--- config.mk ---
export PLATFORM = sky130hd
export DESIGN_NAME = addsub_seq
export DESIGN_NICKNAME = d
export VERILOG_FILES = /design/src/rtl/addsub_seq.sv
export SDC_FILE = /design/constraint.sdc
export NUM_CORES = 1
export LEC_CHECK = 0
export ABC_CLOCK_PERIOD_IN_PS = 1860
export CORE_MARGIN = 2
export CORE_UTILIZATION = 45
export DETAILED_ROUTE_END_ITERATION = 10
export GPL_TIMING_DRIVEN = 0
export PLACE_DENSITY = 0.7
export SLEW_MARGIN = 20
export SYNTH_ARGS = -nofsm -noshare
export SYNTH_HDL_FRONTEND = slang
export SYNTH_SLANG_ARGS = --single-unit
--- constraint.sdc ---
create_clock -name clk -period 1.86 [get_ports clk]
set_input_delay 0.279 -clock clk [delete_from_list [all_inputs] [get_ports clk]]
set_output_delay 0.279 -clock clk [all_outputs]
set_load 0.03 [all_outputs]
--- src/rtl/addsub_seq.sv ---
`timescale 1ns/1ps
// ---------------------------------------------------------------------------
// addsub_seq
//
// Digit-serial two's-complement adder/subtractor. Computes x + y or x - y
// over WIDTH bits, DIGIT bits per clock, least-significant digit first.
// Subtraction is done as x + ~y + 1: the y operand is inverted when it is
// captured and the carry chain is seeded with 1.
//
// A result takes N = WIDTH/DIGIT cycles from accept to out_valid. The
// result registers (s, c_out, ovf, zero) only change when an operation
// completes, so the consumer may read them at leisure.
//
// Parameters
//   WIDTH      operand/result width in bits (>= 2)
//   DIGIT      bits processed per clock (divides WIDTH)
//
// Ports
//   clk        clock, all logic on the rising edge
//   rst_n      synchronous active-low reset
//   in_valid   operands on x/y/sub are valid
//   in_ready   block can accept operands (only while idle)
//   x, y       operands
//   sub        0 = x + y, 1 = x - y
//   out_valid  result registers hold a new, unconsumed result
//   out_ready  consumer takes the result
//   s          sum/difference modulo 2^WIDTH
//   c_out      carry out of the MSB (for subtract: 1 = no borrow)
//   ovf        signed overflow
//   zero       s == 0
// ---------------------------------------------------------------------------
module addsub_seq #(
    parameter int WIDTH = 16,
    parameter int DIGIT = 4
) (
    input  logic             clk,
    input  logic             rst_n,
    input  logic             in_valid,
    output logic             in_ready,
    input  logic [WIDTH-1:0] x,
    input  logic [WIDTH-1:0] y,
    input  logic             sub,
    output logic             out_valid,
    input  logic             out_ready,
    output logic [WIDTH-1:0] s,
    output logic             c_out,
    output logic             ovf,
    output logic             zero
);

    localparam int N     = (DIGIT > 0) ? (WIDTH / DIGIT) : 1;
    localparam int CNT_W = (N > 1) ? $clog2(N) : 1;
    localparam logic [CNT_W-1:0] LAST_DIGIT = CNT_W'(N - 1);

    if (WIDTH < 2 || DIGIT < 1 || DIGIT > WIDTH || (WIDTH % DIGIT) != 0) begin : g_bad_param
        $error("addsub_seq: illegal WIDTH=%0d / DIGIT=%0d combination", WIDTH, DIGIT);
    end

    typedef enum logic [1:0] {
        IDLE,
        RUN,
        DONE
    } state_t;

    state_t state;
    state_t state_next;

    // Working registers. x_work and y_work shift right by one digit per RUN
    // cycle so the current digit is always in the low DIGIT bits; y_work is
    // already inverted for subtraction.
    logic [WIDTH-1:0] x_work;
    logic [WIDTH-1:0] y_work;
    logic [WIDTH-1:0] sum_work;
    logic             carry;
    logic [CNT_W-1:0] digit_cnt;

    logic [DIGIT-1:0] digit_x;
    logic [DIGIT-1:0] digit_y;
    logic [DIGIT-1:0] digit_sum;
    logic             digit_carry;
    logic [WIDTH-1:0] sum_next;
    logic             msb_carry_in;
    logic             last_digit;

    // State register.
    always_ff @(posedge clk) begin
        if (!rst_n) begin
            state <= IDLE;
        end else begin
            state <= state_next;
        end
    end

    // Next-state and handshake decode. in_ready/out_valid depend only on
    // registered state, never on in_valid/out_ready.
    always_comb begin
        state_next = state;
        in_ready   = 1'b0;
        out_valid  = 1'b0;
        case (state)
            IDLE: begin
                in_ready = 1'b1;
                if (in_valid) begin
                    state_next = RUN;
                end
            end
            RUN: begin
                if (last_digit) begin
                    state_next = DONE;
                end
            end
            DONE: begin
                out_valid = 1'b1;
                if (out_ready) begin
                    state_next = IDLE;
                end
            end
            default: begin
                state_next = IDLE;
            end
        endcase
    end

    // One digit of the addition. The new sum digit enters at the top of the
    // working sum, which shifts right, so after N digits the whole result is
    // in place. The carry into the operand MSB is recovered from that bit's
    // inputs and sum (a ^ b ^ cin = s), which avoids a DIGIT==1 special case.
    always_comb begin
        last_digit   = (digit_cnt == LAST_DIGIT);
        digit_x      = x_work[DIGIT-1:0];
        digit_y      = y_work[DIGIT-1:0];
        {digit_carry, digit_sum} = {1'b0, digit_x} + {1'b0, digit_y} + (DIGIT + 1)'(carry);
        sum_next     = WIDTH'({digit_sum, sum_work} >> DIGIT);
        msb_carry_in = digit_x[DIGIT-1] ^ digit_y[DIGIT-1] ^ digit_sum[DIGIT-1];
    end

    // Datapath: operand capture in IDLE, digit stepping in RUN, result load
    // on the final digit. Result registers are untouched otherwise.
    always_ff @(posedge clk) begin
        if (!rst_n) begin
            x_work    <= '0;
            y_work    <= '0;
            sum_work  <= '0;
            carry     <= 1'b0;
            digit_cnt <= '0;
            s         <= '0;
            c_out     <= 1'b0;
            ovf       <= 1'b0;
            zero      <= 1'b0;
        end else begin
            case (state)
                IDLE: begin
                    if (in_valid) begin
                        x_work    <= x;
                        y_work    <= y ^ {WIDTH{sub}};
                        sum_work  <= '0;
                        carry     <= sub;
                        digit_cnt <= '0;
                    end
                end
                RUN: begin
                    x_work    <= x_work >> DIGIT;
                    y_work    <= y_work >> DIGIT;
                    sum_work  <= sum_next;
                    carry     <= digit_carry;
                    digit_cnt <= digit_cnt + 1'b1;
                    if (last_digit) begin
                        s     <= sum_next;
                        c_out <= digit_carry;
                        ovf   <= msb_carry_in ^ digit_carry;
                        zero  <= (sum_next == '0);
                    end
                end
                default: begin
                end
            endcase
        end
    end

endmodule

==> metrics.txt <==
H-Tree Depth 3; GR Util All Layers 0.2023; count leader, synth dfxtp_1; core box area roughly 6800 um^2; setup_tns -0.1478 ns; register area share after synthesis 0.4328; synthesized area per cell 9.039 um^2; WL final 7.083 mm; Setup CP Type flip-flop to flip-flop; Tcrit/Tclk final 1.079; first-pass GRT wire length around 12 mm; number of global-route vias before repair 2,645; Post-synth top flop dfxtp_1; Fmax achieved around 0.5 GHz; reg-to-reg startpoint x_work[0]$_SDFFE_PN0P_; Pins Over Slew Limit 0; Detail Placement HPWL around 5.3 mm; worst hold path depth 3; RSZ-0062 raised after global routing true; final hold viol count 0; startpoint types flip-flop; chip height 87.61 um; Mapped Area between 3000 and 4000 um^2; status finished, violations left; Slew Limit Headroom 0.6550; static leakage roughly 1.6 nW; cell row count 30; Worst Hold Class input port to flip-flop; Clock Pin Slew Worst Setup and Hold Paths about 0.080 ns; Post-CTS Hold Buffers 0; vias per cell roughly 5; TritonRoute pass-1 iters 4; TritonCTS clock tree done; Min Clock Period, post-route approximately 2 ns; root buf cell clkbuf_8; Routability Congestion just under 0.9; Crit. End Element flip-flop; MaxCap Viol Count 0; Starting DRT DRC Count roughly 140; hold path endpoint x_work[1]$_SDFFE_PN0P_; Clock Skew ~0.012 ns; largest net degree at the start of global routing 14; sw frac 0.2638; worst reg-to-reg path cell count 8; Ys Warns 0; clock buffer depth 2; P_sw between 0.0009 and 0.001 W; largest area contributor in the netlist dfxtp_1; Layout Nets between 400 and 500; Layout area overhead 29.75%; layout cell share with drive strength beyond 1 0.1548; Required @ worst endpoint between 2 and 2.5 ns; Crit Reg-Reg Endpoint zero$_SDFFE_PN0P_; failing checks setup timing; Seq pwr share 0.445; initial core utilization 0.4630; Synth top area share 0.4328; initial antenna violation count 0; Clock Power Share 0.395; synth cell count leaders dfxtp_1 (68), nand2_1 (56), nor2b_1 (35); post-layout util 0.6007; # DRC 0; Port Buffers 54; Vias about 2,600; asr flop ratio synth 0; number of distinct library cells after synthesis ~40; remaining antenna violation count 0; global route total overflow 0; Slew @ Worst Pin between 0.5 and 0.6 ns; Syn Nets roughly 390; Worst IR Drop VDD 0.4480 mV; Comb power frac 0.161; Crit path arrival time between 2 and 2.5 ns; post-synthesis cell count around 350; CTS Sinks between 60 and 70; die area approximately 7700 um^2; Fill cells ~620; Clock Latency Late Sink 0.35 ns; Die W just under 90 um; CTS Buf Count 9; hold_sp in_valid; EDFF count, synth 0; drt wl/cell 13.73 um; Diodes inserted 0; CP Max Fanout 2; flop2flop setup slack -0.15 ns; pwr dens slightly below 900 nW/um^2; I/O pin count slightly below 60; internal power approximately 0.0026 W; number of synthesized register bits 68; PnR worst setup slack -0.1478 ns; number of setup violations in the final report 1; top cells by area, synth dfxtp_1 (43%), nor2b_1 (7.0%), nand2_1 (6.7%), a22oi_1 (4.8%), o221a_2 (4.7%)
[power groups by stage]
stage	combinational [W]	clock [W]	sequential [W]
finish	0.000573	0.00141	0.00159
detailed placement	0.000547	0	0.00162
global route	0.000638	0.00150	0.00160
global placement	0.000534	0	0.00162
CTS	0.000569	0.00144	0.00159
floorplan	0.000375	0	0.00160
[per-layer routing]
| layer | GRT usage | wire [um] | vias up |
|---|---|---|---|
| li1 | - | - | 1332 |
| met1 | 0.2588 | 3316 | 1226 |
| met2 | 0.3271 | 3328 | 64 |
| met3 | 0.05184 | 320 | 12 |
| met4 | 0.08112 | 118 | 0 |
| met5 | 0 | 0 | - |
[logic make-up after synthesis]
group           Yosys count  synth area share
compound gates           96            0.2347
fa+ha+maj                 6           0.02864
buf+inv                  35           0.05648
simple gates            124            0.1945
xor+xnor                 19           0.05290
flops                    68            0.4328
[registers in the layout (all words and copies together), names as in the netlist]
register,flops
sum_work,12
x_work,16
digit_cnt,2
carry,1
y_work,16
zero,1
c_out,1
ovf,1
s,16
state,2
[area by class of cell]
type,count,area [um^2],area share
multi-input cells,245,1634,0.4004
flip-flops and latches,68,1364,0.3342
repair buffers,56,553.0,0.1355
plain buffers,31,162.7,0.03985
clock buffers,10,137.6,0.03372
well taps,96,120.1,0.02943
clock inverters,6,95.09,0.02330
inverters,4,15.01,0.003679
[placed cells by master, fill, tap and decap left out, drive strengths merged, types with 2 or more instances in the layout]
| cell | n |
|---|---|
| ha | 4 |
| xor2 | 7 |
| nor2b | 35 |
| dfxtp | 68 |
| o221a | 13 |
| and2 | 3 |
| nor2 | 19 |
| nor4 | 2 |
| fa | 2 |
| buf | 22 |
| inv | 6 |
| clkinv | 2 |
| a21oi | 15 |
| o21ai | 4 |
| a22oi | 20 |
| o211ai | 11 |
| clkbuf | 21 |
| xnor2 | 12 |
| o211a | 3 |
| a21boi | 24 |
| o21a | 2 |
| bufinv | 2 |
| nand3 | 2 |
| clkdlybuf4s50 | 52 |
| dlygate4sd2 | 2 |
| nand2 | 57 |
[worst max-delay path: stages, from the launching register on]
cell and delay, ns:
dfxtp_2 0.34, inv_2 0.04, fa_2 0.38, inv_2 0.07, fa_2 0.46, nor4b_2 0.26, nand2_1 0.10, nor4_2 0.13
a41o_1 0.19
[how the worst max path moves through the flow]
stage	from	end	slack, ns	cells past startpoint
global route	x_work[0]$_SDFFE_PN0P_	zero$_SDFFE_PN0P_	-0.22	8
finish	x_work[0]$_SDFFE_PN0P_	zero$_SDFFE_PN0P_	-0.15	8
global placement	x_work[0]$_SDFFE_PN0P_	zero$_SDFFE_PN0P_	-0.23	8
floorplan	x_work[0]$_SDFFE_PN0P_	zero$_SDFFE_PN0P_	-0.08	8
CTS	x_work[0]$_SDFFE_PN0P_	zero$_SDFFE_PN0P_	-0.22	8
detailed placement	x_work[0]$_SDFFE_PN0P_	zero$_SDFFE_PN0P_	-0.25	8
[per-stage QoR]
| step | cell area, um^2 | std cells | total power [W] | setup WS, ns | hold slack [ns] |
|---|---|---|---|---|---|
| 2_1_floorplan | 3152 | 348 | 0.001980 | -0.07687 | 0.4308 |
| 4_1_cts | 4068 | 515 | 0.003592 | -0.2168 | 0.4305 |
| 3_3_place_gp | 3812 | 498 | 0.002150 | -0.2307 | 0.4408 |
| 5_1_grt | 4081 | 516 | 0.003735 | -0.2240 | 0.4564 |
| 3_5_place_dp | 3812 | 498 | 0.002166 | -0.2477 | 0.4453 |
| 6_report | 4081 | 516 | 0.003570 | -0.1478 | 0.4336 |
[what timing repair did]
item / 4_1_cts / 5_1_grt
buffers inserted: 1 / 1
endpoints found under the setup margin: 5 / 3
pin swaps: 5 / 2
resized for setup: 9 / 2
No activity file was read; power rests on OpenSTA's default activity.
